--- src/rtl/id_ex_stage_reg.sv ---
// rtl/id_ex_stage_reg.sv - ID/EX pipeline register with hazard bubble insertion and bubble counter
module id_ex_stage_reg #(
    parameter int ALU_OP_W = 4,
    parameter int CNT_W    = 16
) (
    input  logic                clk,
    input  logic                rst,
    input  logic                do_hazard,
    input  logic                do_flush,
    input  logic                id_valid,
    input  logic                id_do_reg_write,
    input  logic                id_do_dm_read,
    input  logic                id_do_dm_write,
    input  logic [1:0]          id_select_write_reg,
    input  logic [4:0]          id_write_reg_addr,
    input  logic [ALU_OP_W-1:0] id_alu_op,
    input  logic [31:0]         id_imm_extend,
    input  logic [31:0]         id_pc,
    input  logic [31:0]         f_reg_ra_data,
    input  logic [31:0]         f_reg_rb_data,
    input  logic [31:0]         f_reg_rt_data,
    output logic                xREG2_valid,
    output logic                xREG2_do_reg_write,
    output logic                xREG2_do_dm_read,
    output logic                xREG2_do_dm_write,
    output logic [1:0]          xREG2_select_write_reg,
    output logic [4:0]          xREG2_write_reg_addr,
    output logic [ALU_OP_W-1:0] xREG2_alu_op,
    output logic [31:0]         xREG2_imm_extend,
    output logic [31:0]         xREG2_pc,
    output logic [31:0]         xREG2_ra_data,
    output logic [31:0]         xREG2_rb_data,
    output logic [31:0]         xREG2_rt_data,
    output logic                hold_ifid,
    output logic [CNT_W-1:0]    bubble_count
);

    typedef enum logic {
        RUN    = 1'b0,
        BUBBLE = 1'b1
    } state_t;

    state_t state_q;
    state_t state_d;
    logic   take_hazard;
    logic   insert_bubble;

    // A flush kills the ID instruction outright, so it overrides any hazard stall.
    assign take_hazard   = do_hazard & ~do_flush;
    assign insert_bubble = do_flush | do_hazard;
    assign hold_ifid     = take_hazard;

    always_ff @(posedge clk or posedge rst) begin
        if (rst) begin
            state_q <= RUN;
        end else begin
            state_q <= state_d;
        end
    end

    // A hazard seen while already in BUBBLE just re-enters BUBBLE, so there is no lockup.
    always_comb begin
        state_d = RUN;
        case (state_q)
            RUN:     state_d = take_hazard ? BUBBLE : RUN;
            BUBBLE:  state_d = take_hazard ? BUBBLE : RUN;
            default: state_d = RUN;
        endcase
    end

    always_ff @(posedge clk or posedge rst) begin
        if (rst) begin
            bubble_count <= '0;
        end else if (take_hazard && !(&bubble_count)) begin
            bubble_count <= bubble_count + 1'b1;
        end
    end

    always_ff @(posedge clk or posedge rst) begin
        if (rst) begin
            xREG2_valid            <= 1'b0;
            xREG2_do_reg_write     <= 1'b0;
            xREG2_do_dm_read       <= 1'b0;
            xREG2_do_dm_write      <= 1'b0;
            xREG2_select_write_reg <= 2'b00;
            xREG2_write_reg_addr   <= 5'd0;
            xREG2_alu_op           <= '0;
            xREG2_imm_extend       <= 32'd0;
            xREG2_pc               <= 32'd0;
            xREG2_ra_data          <= 32'd0;
            xREG2_rb_data          <= 32'd0;
            xREG2_rt_data          <= 32'd0;
        end else if (insert_bubble) begin
            // Bubble clears only the control fields; data fields hold their last values.
            xREG2_valid            <= 1'b0;
            xREG2_do_reg_write     <= 1'b0;
            xREG2_do_dm_read       <= 1'b0;
            xREG2_do_dm_write      <= 1'b0;
            xREG2_select_write_reg <= 2'b00;
            xREG2_alu_op           <= '0;
        end else begin
            xREG2_valid            <= id_valid;
            xREG2_do_reg_write     <= id_do_reg_write & id_valid;
            xREG2_do_dm_read       <= id_do_dm_read & id_valid;
            xREG2_do_dm_write      <= id_do_dm_write & id_valid;
            xREG2_select_write_reg <= id_select_write_reg;
            xREG2_write_reg_addr   <= id_write_reg_addr;
            xREG2_alu_op           <= id_alu_op;
            xREG2_imm_extend       <= id_imm_extend;
            xREG2_pc               <= id_pc;
            xREG2_ra_data          <= f_reg_ra_data;
            xREG2_rb_data          <= f_reg_rb_data;
            xREG2_rt_data          <= f_reg_rt_data;
        end
    end

endmodule

--- config.mk ---
export PLATFORM = sky130hd
export DESIGN_NAME = id_ex_stage_reg
export DESIGN_NICKNAME = d
export VERILOG_FILES = /design/src/rtl/id_ex_stage_reg.sv
export SDC_FILE = /design/constraint.sdc
export NUM_CORES = 1
export LEC_CHECK = 0
export CORE_MARGIN = 1
export CORE_UTILIZATION = 30
export CTS_CLUSTER_DIAMETER = 30
export DETAILED_ROUTE_END_ITERATION = 16
export PLACE_DENSITY = 0.71
export SKIP_CTS_REPAIR_TIMING = 1
export SYNTH_ARGS = -nofsm -noshare
export SYNTH_HDL_FRONTEND = slang
export SYNTH_SLANG_ARGS = --single-unit
--- constraint.sdc ---
create_clock -name clk -period 7.42 [get_ports clk]
set_input_delay 0.742 -clock clk [delete_from_list [all_inputs] [get_ports clk]]
set_output_delay 0.742 -clock clk [all_outputs]
set_load 0.1 [all_outputs]
After elaboration in Yosys (flattened, before gate mapping):

Index checks and enable logic that the tools add are counted.
Widths: inputs -> output; s select.

* $add $sub $neg: 1
* multiply operators: 0
* div/mod/pow operators: 0
* magnitude comparators: 0
* equal/unequal tests: 0
* shift-type cells: 0
* multiplexer cells: 6
* bitwise logic cells: 6
* reductions and logical operators: 3

Operators by type and width (count)
* $add 16x1->16 const B: 1
* $reduce_and 16->1: 1
* $and 1x1->1: 4
* $mux 1: 4
* $mux 4: 1
* $mux 2: 1
* $logic_and 1x1->1: 1
* $logic_not 1->1: 1
* $not 1->1: 1
* $or 1x1->1: 1

* register bits: 191
* latch bits: 0
* memory bits (writable): 0
* bits in read-only memories: 0
* input bits: 179
* output and inout port bits: 192
* word-level logic and storage cells: 29
* memories kept: 0

Depth between registers and ports, before layout:

* word-level depth: 3
* depth in mapped cells: 5

Least setup slack after synthesis:

Ideal clock, no wire load.

* path kind: input to register
* start point: input port do_hazard
* end point: register bubble_count[14]
* arrival time: 2214 ps
* data required time: 7294 ps
* slack: 5080 ps
* cell stages on the path: 5
* cell sequence: nor2b_1 buf_2 nand4_1 nor3_1 mux2_2

* word-level cells in the longest chain between the ends: 2

RTL lines
* start: declaration: RTL line 8 `input logic do_hazard,`
* $and 1x1->1: RTL line 49 `assign take_hazard = do_hazard & ~do_flush;`
* via hold_ifid: RTL line 34 `output logic hold_ifid,`
* $logic_and 1x1->1: RTL line 74 `end else if (take_hazard && !(&bubble_count)) begin`
* end signal: assignment: RTL line 75 `bubble_count <= bubble_count + 1'b1;`
* end: declaration: RTL line 35 `output logic [CNT_W-1:0] bubble_count`

The timed path passes the listed nets, and every way through them passes these cells.
A chain may end at the register's enable or synchronous reset.

Worst setup path after layout:

* start point: input port do_hazard
* end point: output port hold_ifid

* word-level cells in the longest chain between the ends: 1

RTL lines (RTL line)
* $and 1x1->1: 49
* end: declaration: 34

No other way between the ends.

==> flow_summary.ini <==
[outcome]
run_status = complete, no violations

[route]
drt_first_pass_iters = 4
wl_per_cell_um = 16.8
drc = 0
num_vias = 5085
ant_nets = 0
routed.top_layer = met4
via_per_inst = 4.41
drt_iter0_drc = 151
routed_wl_um = 19400
m1WireLength_um = 7450
wl_met3_um = 1840
routed-wl-met2_um = 9850

[synth]
synth_top_area_frac = 0.656
synth_nets = 632
synth_seq_cells = 191
synth_cell_types = 32
synth_top_cell_by_area = dfrtp_1
yosysSeqAreaShare = 0.656
netlist_instances = 452
netlist_area_um2 = 7280
synth_area_leaders = dfrtp_1 66%, mux2_2 26%, buf_2 1.0%, xor2_1 0.84%, and2_1 0.69%
ys_warn_count = 0
synth_area_per_cell_um2 = 16.1
synth_edf_count = 0
async_flop_share = 1.00
synthTopCellsByCount = 191 x dfrtp_1, 168 x mux2_2, 15 x buf_2
synth_most_common_cell = dfrtp_1
synth_ff_type = dfrtp_1

[clocking]
htreeDepth = 4
clk-insertion-delay-late_ns = 0.42
cts_root_buffer = clkbuf_16
clockBufferDepth = 2
clkSinkCount = 191
tritoncts = yes
cts_buffers = 17
cts.reportedPaths.clkPinSlew_ns = 0.07

[floorplanning]
core_region_area_um2 = 23600
ios = 371
die_w_um = 158
start_util = 0.308
dieArea_um2 = 24900
num_rows = 56
die_h_um = 158

[flow_run]
maxCapViolations = 0

[placement]
gp_congestion = 0.746
placed_cells = 1122
io_buffer_count = 370
hpwl_um = 14200

[worst_setup_path]
required_ns = 6.68
crit_type = in2out
worstSetupStartpointType = primary input
end_kind = output pin
arrival_ns = 3.05
path_max_fanout = 7

[timing]
slew_headroom = 0.301
clock-skew-final_ns = 0.00901
worstMarginPinSlew_ns = 1.05
fmax_ghz = 0.264
slew_viol_final = 0
setup_viol = 0
fin_crit_ns = 3.79
grt_setup_unrepaired = false
fin_tns_setup_ns = 0
finalHoldViolations = 0
fin_crit_sh = 0.511

[global_route]
antenna_found_initial = 0
grt_use_total = 0.153
grt_pass1_vias = 5221
grt_pass1_wl_um = 28800
grt_overflow_total = 0
grt_start_max_net_pins = 118

[layout]
multiInputGateArea_um2 = 2380
nets = 1002
n_fill_cell = 2092
instances_no_fill = 1154
antennaDiodeCount = 0
drive_gt1_frac = 0.253
regArea_um2 = 4780
syn_to_final_growth_pct = 64.0

[worst_hold_path]
min_path_type = reg2reg

[pwr]
power.static_leakage_nw = 4.90
peakVddDrop_mv = 0.182
cellPowerDensity_nw_per_um2 = 338
==> final cells by class <==
cell class              count  share of cell area
repair buffers            373               0.312
well taps                 319              0.0334
multi-input cells         234               0.199
flip-flops and latches    191               0.400
inverters                   5             0.00220
clock inverters            15              0.0168
clock buffers              17              0.0356
==> metrics by stage <==
step           area, µm²  hold slack [ns]  total power, mW  setup WS [ns]   util
2_1_floorplan       7280            0.871             2.62           1.48      -
3_3_place_gp       11300            0.488             3.09           3.66  0.479
3_5_place_dp       11300            0.494             3.10           3.63  0.479
4_1_cts            11900            0.512             4.08           3.63  0.506
5_1_grt            11900            0.519             4.18           3.52  0.506
6_report           11900            0.507             4.04           3.63  0.506
==> where the power goes <==
group	switching (mW)	total, mW	internal [mW]
Clock	0.445	0.964	0.518
Sequential	0.0963	1.29	1.19
Combinational	1.33	1.78	0.456
==> final timing paths <==
path                                               start                                to  slack [ns]  cells after the start
max                                            do_hazard                         hold_ifid        3.63                      3
min                        xREG2_rb_data[27]$_DFFE_PP0P_     xREG2_rb_data[27]$_DFFE_PP0P_        0.51                      1
max reg2reg                  bubble_count[0]$_DFFE_PP0P_      bubble_count[14]$_DFFE_PP0P_        5.62                      4
min reg2reg                xREG2_rb_data[27]$_DFFE_PP0P_     xREG2_rb_data[27]$_DFFE_PP0P_        0.51                      1
max in group asynchronous                            rst  xREG2_imm_extend[10]$_DFFE_PP0P_        4.99                      3
min in group asynchronous                            rst     xREG2_rb_data[15]$_DFFE_PP0P_        0.86                      2
==> placed cells by master, fill, tap and decap left out, drive strengths merged, types with 2 or more instances in the layout <==
cell type and instances:
clkdlybuf4s50 370, dfrtp 191, mux2 168, clkbuf 17, inv 12, and2 8, xor2 7, nor2 6
nand4 6, clkinv 6, nand2 5, nor3 5, a21oi 4, and3 3, nand3 3, buf 3
nor4 3, xnor2 2, nor4b 2, bufinv 2, o21ai 2
==> cell families (layout without fill, tap and decap cells) <==
group,after synthesis,after routing,share of synthesized area
flip-flops,191,191,0.656
multiplexers,169,169,0.261
AND/OR/NAND/NOR,46,46,0.0447
buffers and inverters,27,410,0.0175
AO/OA/AOI/OAI,9,9,0.00756
XOR/XNOR,9,9,0.0108
adder cells (fa/ha/maj),1,1,0.00172
==> per-layer routing <==
layer,GRT usage,up-vias
met1,0.172,2549
met5,0,-
met3,0.0662,12
li1,-,2325
met4,0.0425,0
met2,0.262,199
==> critical path, cell delays in order <==
cell and delay (ns):
clkdlybuf4s50_1 0.53, nor2b_1 0.53, clkdlybuf4s50_1 1.25
(Power assumes the default switching activity.)
